$ cat src/rtl/fury_pkg.sv
// ============================================================================
// Module   : fury_pkg
// Purpose  : Monster bus slot layout and score-keeper state encoding.
// Revision : 1.0 - initial release
// ============================================================================
`default_nettype none

package fury_pkg;

  localparam int MONSTERS  = 12;
  localparam int SLOT_W    = 19;
  localparam int MAX_LEVEL = 7;
  localparam int PEND_W    = 6;

  // Bit offsets of the fields inside one monster slot
  localparam int VALID  = 0;
  localparam int DIR_LO = 1;
  localparam int X_LO   = 3;
  localparam int Y_LO   = 11;

  typedef enum logic [1:0] {
    ST_IDLE  = 2'd0,
    ST_PLAY  = 2'd1,
    ST_DRAIN = 2'd2,
    ST_OVER  = 2'd3
  } state_e;

endpackage

`default_nettype wire

$ cat src/rtl/bcd_counter4.sv
// ============================================================================
// Module   : bcd_counter4
// Purpose  : 4-digit BCD up-counter with clear, saturating at 9999.
// Revision : 1.0 - initial release
// ============================================================================
`default_nettype none

module bcd_counter4 (
  input  logic        clk,
  input  logic        rst,
  input  logic        clr_i,
  input  logic        inc_i,
  output logic [15:0] count_o,
  output logic        ones_wrap_o
);

  logic [15:0] count_q;
  logic [15:0] count_d;
  logic        w_at_max;
  logic        w_carry;

  assign w_at_max = (count_q == 16'h9999);

  always_comb begin
    count_d = count_q;
    w_carry = inc_i & ~w_at_max;
    for (int k = 0; k < 4; k++) begin
      if (w_carry) begin
        if (count_q[4*k +: 4] == 4'd9) begin
          count_d[4*k +: 4] = 4'd0;
        end else begin
          count_d[4*k +: 4] = count_q[4*k +: 4] + 4'd1;
          w_carry           = 1'b0;
        end
      end
    end
    if (clr_i) begin
      count_d = '0;
    end
  end

  always_ff @(posedge clk or posedge rst) begin
    if (rst) begin
      count_q <= '0;
    end else begin
      count_q <= count_d;
    end
  end

  assign count_o     = count_q;
  assign ones_wrap_o = inc_i & ~clr_i & ~w_at_max & (count_q[3:0] == 4'd9);

endmodule

`default_nettype wire

$ cat src/rtl/score_keeper.sv
// ============================================================================
// Module   : score_keeper
// Purpose  : Counts hero kills from the monster bus into a BCD score, tracks
//            session best and difficulty level.
// Revision : 1.0 - initial release
// ============================================================================
`default_nettype none

module score_keeper #(
  parameter int MONSTERS  = fury_pkg::MONSTERS,
  parameter int SLOT_W    = fury_pkg::SLOT_W,
  parameter int MAX_LEVEL = fury_pkg::MAX_LEVEL,
  parameter int PEND_W    = fury_pkg::PEND_W
) (
  input  logic                       clk_game,
  input  logic                       rst,
  input  logic                       alive,
  input  logic [MONSTERS*SLOT_W-1:0] state_monsters,
  output logic [15:0]                score,
  output logic [15:0]                best,
  output logic [2:0]                 level,
  output logic                       game_over,
  output logic                       busy
);

  import fury_pkg::*;

  localparam int KW = $clog2(MONSTERS + 1);
  localparam int SW = PEND_W + KW;
  localparam logic [SW-1:0] PEND_MAX = SW'((1 << PEND_W) - 1);

  state_e              state_q;
  logic [MONSTERS-1:0] valid_q;
  logic                alive_q;
  logic [PEND_W-1:0]   pend_q;
  logic [PEND_W-1:0]   pend_d;
  logic [2:0]          level_q;
  logic [15:0]         best_q;
  logic                game_over_q;
  logic                start_pend_q;

  logic [MONSTERS-1:0] w_valid_cur;
  logic [MONSTERS-1:0] w_kill_vec;
  logic [KW-1:0]       w_kills;
  logic [SW-1:0]       w_pend_sum;
  logic                w_rise;
  logic                w_fall;
  logic                w_start;
  logic                w_counting;
  logic                w_ones_wrap;
  logic [15:0]         w_score;

  for (genvar i = 0; i < MONSTERS; i++) begin : g_slot
    assign w_valid_cur[i] = state_monsters[i*SLOT_W + VALID];
  end

  assign w_rise = alive & ~alive_q;
  assign w_fall = alive_q & ~alive;

  // Only falls seen while the game is running in both samples are kills
  assign w_kill_vec = valid_q & ~w_valid_cur
                    & {MONSTERS{alive_q & alive & (state_q == ST_PLAY)}};

  always_comb begin
    w_kills = '0;
    for (int i = 0; i < MONSTERS; i++) begin
      w_kills = w_kills + KW'(w_kill_vec[i]);
    end
  end

  assign w_start    = (state_q == ST_IDLE) & alive & (w_rise | start_pend_q);
  assign w_counting = ((state_q == ST_PLAY) | (state_q == ST_DRAIN)) & (pend_q != '0);
  assign w_pend_sum = SW'(pend_q) + SW'(w_kills) - SW'(w_counting);

  always_comb begin
    pend_d = w_pend_sum[PEND_W-1:0];
    if (w_pend_sum > PEND_MAX) begin
      pend_d = PEND_MAX[PEND_W-1:0];
    end
    if (w_start) begin
      pend_d = '0;
    end
  end

  bcd_counter4 u_score (
    .clk        (clk_game),
    .rst        (rst),
    .clr_i      (w_start),
    .inc_i      (w_counting),
    .count_o    (w_score),
    .ones_wrap_o(w_ones_wrap)
  );

  always_ff @(posedge clk_game or posedge rst) begin
    if (rst) begin
      state_q      <= ST_IDLE;
      valid_q      <= '0;
      alive_q      <= 1'b0;
      pend_q       <= '0;
      level_q      <= '0;
      best_q       <= '0;
      game_over_q  <= 1'b0;
      start_pend_q <= 1'b0;
    end else begin
      valid_q <= w_valid_cur;
      alive_q <= alive;
      pend_q  <= pend_d;

      if (w_start) begin
        level_q <= '0;
      end else if (w_ones_wrap && (level_q < 3'(MAX_LEVEL))) begin
        level_q <= level_q + 3'd1;
      end

      case (state_q)
        ST_IDLE: begin
          game_over_q <= 1'b0;
          if (w_start) begin
            state_q      <= ST_PLAY;
            start_pend_q <= 1'b0;
          end else if (!alive) begin
            start_pend_q <= 1'b0;
          end
        end
        ST_PLAY: begin
          if (w_fall) begin
            state_q <= ST_DRAIN;
          end
        end
        ST_DRAIN: begin
          if (w_rise) begin
            start_pend_q <= 1'b1;
          end
          if (pend_q == '0) begin
            state_q     <= ST_OVER;
            game_over_q <= 1'b1;
            if (w_score > best_q) begin
              best_q <= w_score;
            end
          end
        end
        ST_OVER: begin
          if (w_rise) begin
            start_pend_q <= 1'b1;
          end
          game_over_q <= 1'b0;
          state_q     <= ST_IDLE;
        end
        default: begin
          state_q <= ST_IDLE;
        end
      endcase
    end
  end

  assign score     = w_score;
  assign best      = best_q;
  assign level     = level_q;
  assign game_over = game_over_q;
  assign busy      = (pend_q != '0);

endmodule

`default_nettype wire

$ cat config.mk
export PLATFORM = sky130hd
export DESIGN_NAME = score_keeper
export DESIGN_NICKNAME = d
export VERILOG_FILES = /design/src/rtl/fury_pkg.sv /design/src/rtl/bcd_counter4.sv /design/src/rtl/score_keeper.sv
export SDC_FILE = /design/constraint.sdc
export NUM_CORES = 1
export LEC_CHECK = 0
export ABC_CLOCK_PERIOD_IN_PS = 4850
export CAP_MARGIN = 20
export CORE_UTILIZATION = 33
export CTS_BUF_LIST = sky130_fd_sc_hd__clkbuf_4
export CTS_CLUSTER_DIAMETER = 50
export DETAILED_ROUTE_END_ITERATION = 10
export PLACE_DENSITY = 0.83
export RECOVER_POWER = 50
export SYNTH_ARGS = -nofsm -noshare
export SYNTH_HDL_FRONTEND = slang
export SYNTH_HIERARCHICAL = 1
export SYNTH_SLANG_ARGS = --single-unit
$ cat constraint.sdc
create_clock -name clk_game -period 4.85 [get_ports clk_game]
set_input_delay 0.97 -clock clk_game [delete_from_list [all_inputs] [get_ports clk_game]]
set_output_delay 0.97 -clock clk_game [all_outputs]
set_load 0.02 [all_outputs]
==> impl_metrics.json <==
{
  "worstSetupEndpointType": "flip-flop",
  "die_area_mm2": 0.0123,
  "root_buffer": "clkbuf_4",
  "setup_viol": 0,
  "synth_top_area_frac": 0.370,
  "synth_seq_area_share": 0.370,
  "drt_iter0_markers": 150,
  "drv_cap": 0,
  "finClkSkew_ns": 0.0284,
  "ctsLongestPathBuffers": 2,
  "hold_viol": 0,
  "drt-pass1-iter-count": 7,
  "slew_viol_final": 0,
  "required_ns": 5.16,
  "place.gp.congestion": 0.819,
  "min_path_type": "reg -> reg",
  "crit_path_top_delay_cell": "fa_1",
  "synth_edf_count": 0,
  "async_flop_share": 1.00,
  "die_w_um": 111,
  "outcome": "complete, but fails checks",
  "critPathKind": "in -> reg",
  "fill_cells": 1095,
  "peakVddDrop_v": 0.000226,
  "via_count": 3038,
  "cp_max_fo": 6,
  "rows": 39,
  "critPathMaxStageDelay_ns": 0.56,
  "nets": 724,
  "start_kind": "primary input",
  "clk_latency_ns": 0.44,
  "syn_to_final_growth_pct": 23.5,
  "maxClockFrequency_ghz": 0.211,
  "ant_nets": 0,
  "cp_cell_sequence": "clkbuf_4 > nand3_4 > nor3b_2 > fa_1 > inv_1 > fa_1 > fa_1 > fa_1 > inv_1 > fa_2 > fa_2 > a21o_1 > nand3_1 > mux2i_1 > a211o_1 > o21a_1",
  "timing.setup.tns_ns": 0,
  "die-height_um": 111,
  "cp_common_cell": "fa_1",
  "worst-endpoint-arrival_ns": 5.05,
  "port_buffers": 51,
  "grt-ovfl-total": 0,
  "synthFlopType": "dfrtp_1",
  "start_util": 0.341,
  "synth_warnings": 6,
  "synthTopCellsByArea": "dfrtp_1, ha_1, inv_1",
  "clkTransAtPathRegs_ns": 0.10,
  "coreArea_mm2": 0.0115,
  "violations": "DRC",
  "synthCells": 370,
  "max_slew_margin": 0.0943,
  "grt_use_total": 0.162,
  "grt_max_degree": 31,
  "first_global_vias": 3197,
  "wire_per_inst_um": 15.8,
  "period_share": 0.977,
  "htree_levels": 3,
  "postSynthNetCount": 659,
  "p_leak_nw": 2.24,
  "antenna_found_initial": 1,
  "cts_made_buffers": 9,
  "post-route-min-period_ns": 4.74,
  "drive_gt1_frac": 0.145,
  "place_hpwl_um": 6890,
  "drcViolationCount": 6,
  "synth.distinct_cells": 59,
  "post-route-util": 0.421,
  "rsz0062_at_grt": "no",
  "tightest_slew_ns": 1.36,
  "synth_area_mm2": 0.00393,
  "syn_area_per_cell_um2": 10.6,
  "grt_pass1_wl_um": 15700,
  "synth_top_cell_by_area": "dfrtp_1",
  "cts_tree": "built",
  "fin_hold_ws_ns": 0.510,
  "ys_ff_latch": 58,
  "ios": 268,
  "powerDensity_mw_per_mm2": 564,
  "viasPerCell": 5.20,
  "wl_um": 9200,
  "clock_sinks": 58
}
## cell usage after synthesis, types with 6 or more instances
library cell	number
dfrtp_1	58
inv_1	50
ha_1	49
a21oi_1	19
nand2_1	18
nor2_1	14
mux2_4	10
nand3b_1	10
o21ai_0	10
fa_1	9
mux2_2	9
nand3_1	8
nor3_1	8
o21a_1	8
nor3b_1	6
## path summary, 6_finish.rpt
check	start	endpoint	slack (ns)	depth (start not counted)
max	alive	pend_q[1]	0.11	16
min	game_over	game_over	0.51	2
max reg2reg	state_q[0]	pend_q[1]	0.18	16
min reg2reg	game_over	game_over	0.51	2
max in group asynchronous	rst	pend_q[2]	2.01	3
min in group asynchronous	rst	u_score/count_o[15]	1.07	2
## routing by layer
layer / vias to the layer above / routed length (µm) / track usage
met4: 0 / 281 / 0.0838
li1: 1448 / - / -
met1: 1489 / 4160 / 0.197
met2: 82 / 4350 / 0.266
met5: - / 0 / 0
met3: 19 / 413 / 0.0377
## per-stage QoR
step,instance area [µm²],std cells,worst slack (ns),power (mW)
after floorplan,3960,370,0.0280,1.81
after global placement,4650,565,-0.816,2.15
after detailed placement,4650,565,-0.838,2.27
after CTS,4830,582,0.0282,2.73
after global routing,4850,584,0.00134,2.99
final,4850,584,0.112,2.73
## power by group
part	switching, mW	total (mW)	internal [mW]
Clock	0.193	0.456	0.263
Sequential	0.103	0.677	0.574
Combinational	0.844	1.60	0.757
Total	1.14	2.73	1.59
## flip-flops by register name, indices dropped and copies added, names as in the netlist
name and count:
alive_q 1, game_over 1, best 16, u_score/count_o 16, state_q 2, pend_q 6
valid_q 12, start_pend_q 1, level 3
## repair_timing
| action | in CTS | in global routing |
|---|---|---|
| buffers inserted | 1 | 1 |
| endpoints found under the setup margin | 6 | 6 |
| resized for setup | 7 | 6 |
| pin swaps | 3 | 3 |
| hold buffers | 0 | 0 |
## critical path: cells and delay by family
family | cells | cell delay [ns]
buf+inv | 3 | 0.25
compound gates | 3 | 0.71
simple gates | 3 | 0.27
fa+ha+maj | 6 | 2.74
mux | 1 | 0.08
## cell families (layout without fill, tap and decap cells)
logic type	after synthesis	in the layout	share of synthesized area
compound gates	68	68	0.117
other cells	0	1	0
xor+xnor	4	4	0.00892
buf+inv	60	130	0.0685
simple gates	101	101	0.165
mux	21	21	0.0692
fa+ha+maj	58	58	0.202
flops	58	58	0.370
## cells in the final DEF (no fill, tap or decap), types with 3 or more instances in the layout
cell type	instances
nand3_1	7
clkdlybuf4s50_1	38
a211oi_1	3
and4bb_2	3
nand4_1	4
nor3b_1	3
buf_4	11
a311oi_1	3
dlygate4sd3_1	9
clkbuf_4	11
nand2b_1	3
a21o_1	3
a31oi_1	5
and3b_1	3
and3_1	3
mux2_2	9
dlygate4sd2_1	3
nor3_1	8
or4_1	3
inv_1	49
nand2_1	18
nor2b_1	4
bufinv_16	3
o21ai_0	9
dfrtp_1	58
nand3b_1	10
ha_1	48
fa_1	7
mux2_4	10
nor3b_2	3
a21oi_1	19
o21a_1	8
nor2_1	14
## final cells by class
cell class	count	area, µm²	area share
multi-input combinational	252	2250	0.465
sequential	58	1450	0.299
timing repair buffer	64	594	0.123
inverter	50	188	0.0387
tap	143	179	0.0369
clock inverter	6	105	0.0217
clock buffer	10	75.1	0.0155
antenna	1	2.50	0.000516
No activity file was read; power rests on OpenSTA's default activity.
==> RTL edit, RTL diff (config.mk and constraints unchanged) <==
The package constant `PEND_W` goes from 6 to 8.
--- a/src/rtl/fury_pkg.sv
+++ b/src/rtl/fury_pkg.sv
@@ -11,5 +11,5 @@
   localparam int SLOT_W    = 19;
   localparam int MAX_LEVEL = 7;
-  localparam int PEND_W    = 6;
+  localparam int PEND_W    = 8;
 
   // Bit offsets of the fields inside one monster slot
Check against the original RTL: no difference found for any inputs over 4 cycles, from zero or initial values and one cycle with rst high; that may be too few to reach the edited logic, so the function may still have changed.
==> RTL edit against the unedited design <==
The flow finishes with violations (capacitance limit, slew limit, setup timing). Critical path depth is the same. Cell area grew 8.8%. Count of clock-buffer cells in the layout is 1 higher. Sequential share of layout area fell by 1.5 points. Sequential cell count rose by 2. Area after synthesis up 6.0%. Setup slack worse by 0.30 ns. Routed wire length is 2.0% higher.
Power is left out: it rests on default switching activity, and per cell area and clock period it moved more than threefold.
==> RTL edit: results (changes against the unedited design) <==
vias in the first global route=3,461 (+8.3%); Max Cap Violations=1 (+1); Synth top cells by count=dfrtp_1, ha_1, inv_1; first-pass GRT wire length=16,100 um (+3.0%); CTS Buffer Depth=2 (unchanged); H-tree lvl count=3 (unchanged); main flop type after synthesis=dfrtp_1; nets=779 (+7.6%); post-route setup TNS=-1.43 ns (-1.43 ns); status=finished with violations; Place WS=-1.12 ns (-0.278 ns); Cell Count, Final, Fillers Out=654 (+12%); layout cells sized above 1=0.185 (+0.0397); CP arrival=5.38 ns (+0.33 ns); Max FO, Critical Path=8 (+2); syn nets=698 (+5.9%); initial drt markers=164 (+9.3%); CP max stage cell=fa_1; clock slew at reported path FFs=0.10 ns (about the same); Crit path largest cell delay=0.53 ns (-0.03 ns); via count=3,252 (+7.0%); Skew-Pair Late Insertion Delay=0.42 ns (-0.02 ns); dpl cells=635 (+12%); Avg Cell Area, Syn=10.4 um2 (-2.0%); Slew Viols, Final=45 (+45); setup ws final=-0.192 ns (-0.304 ns); Synth area leaders=dfrtp_1, ha_1, inv_1, fa_1, mux2_4; largest net degree at the start of global routing=45 (+45%); count of cell types in the netlist=57 (-3.4%); drt wl/cell=14.4 um (-8.9%); failing checks=capacitance limit, slew limit, setup timing; Initial DRT Pass Iterations=4 (-3); Syn. warnings=6 (unchanged); routability cong.=0.829 (+1.2%); clk_skew=0.0194 ns (-0.00902 ns); Final ANT Viol Nets=0 (unchanged); initial antenna violation count=0 (-1); Final setup viols=8 (+8); GR Util All Layers=0.157 (-0.00441); register area share after synthesis=0.361 (-0.00876); Detailed Place HPWL=7050 um (+2.2%); TritonCTS Buffers=9 (unchanged); Diodes inserted=0 (-1); worst-margin pin slew=2.47 ns (+1.11 ns); CTS tree=yes; FILL cells=1,150 (+5.0%)
==> RTL edit: timing repair <==
action | CTS | global route
setup buffers | 3 | 0
pin swaps | 26 | 12
endpoints found under the setup margin | 8 | 8
resized for setup | 24 | 1
==> RTL edit: layout make-up <==
class                   instances  area [um2]  area share
well taps                     168         210      0.0399
multi-input cells             276        2500       0.474
inverters                      53         199      0.0377
flip-flops and latches         60        1500       0.285
clock inverters                 5        52.6     0.00996
clock buffers                  11        82.6      0.0157
repair buffers                 81         727       0.138
==> RTL edit: kinds of logic (layout without fill, tap and decap cells) <==
family / Yosys count / count (layout) / share of synthesized area
compound gates: 77 / 77 / 0.117
xor+xnor: 6 / 6 / 0.0126
fa+ha+maj: 67 / 67 / 0.218
buf+inv: 64 / 150 / 0.0683
flops: 60 / 60 / 0.361
mux: 20 / 20 / 0.0629
simple gates: 106 / 106 / 0.161
==> RTL edit: routing by layer <==
metal | share of wire | up-vias | track usage
met5 | 0 | - | 0
met2 | 0.51 | 89 | 0.274
met3 | 0.048 | 13 | 0.0365
li1 | - | 1579 | -
met1 | 0.43 | 1571 | 0.188
met4 | 0.013 | 0 | 0.0597
==> RTL edit: final timing paths <==
path                                    start  cells after the start                 end  slack (ns)
setup / recovery           state_monsters[76]                     16           pend_q[2]       -0.19
hold / removal                   start_pend_q                      2        start_pend_q        0.53
setup reg to reg                   state_q[1]                     18           pend_q[2]       -0.13
hold reg to reg                  start_pend_q                      2        start_pend_q        0.53
max in group asynchronous                 rst                      3            best[13]        1.50
min in group asynchronous                 rst                      2  u_score/count_o[3]        1.10
==> RTL edit: worst reg2reg max path, cell delays in order (launching register included) <==
cell and delay, ns:
dfrtp_1 0.41, inv_2 0.08, ha_4 0.15, nand3_4 0.11, nor3b_2 0.21, fa_1 0.44, inv_1 0.08, fa_1 0.42
fa_1 0.49, fa_1 0.53, inv_2 0.04, fa_2 0.37, fa_2 0.38, a211oi_4 0.27, nor3b_2 0.08, o21a_1 0.22
o21a_1 0.22, o22ai_4 0.24, o21a_1 0.16
==> RTL edit: per-stage QoR <==
step | utilization | area [um2]
6_report | 0.434 | 5270
5_1_grt | 0.434 | 5270
4_1_cts | 0.434 | 5280
3_5_place_dp | 0.416 | 5050
3_3_place_gp | 0.416 | 5050
2_1_floorplan | - | 4220
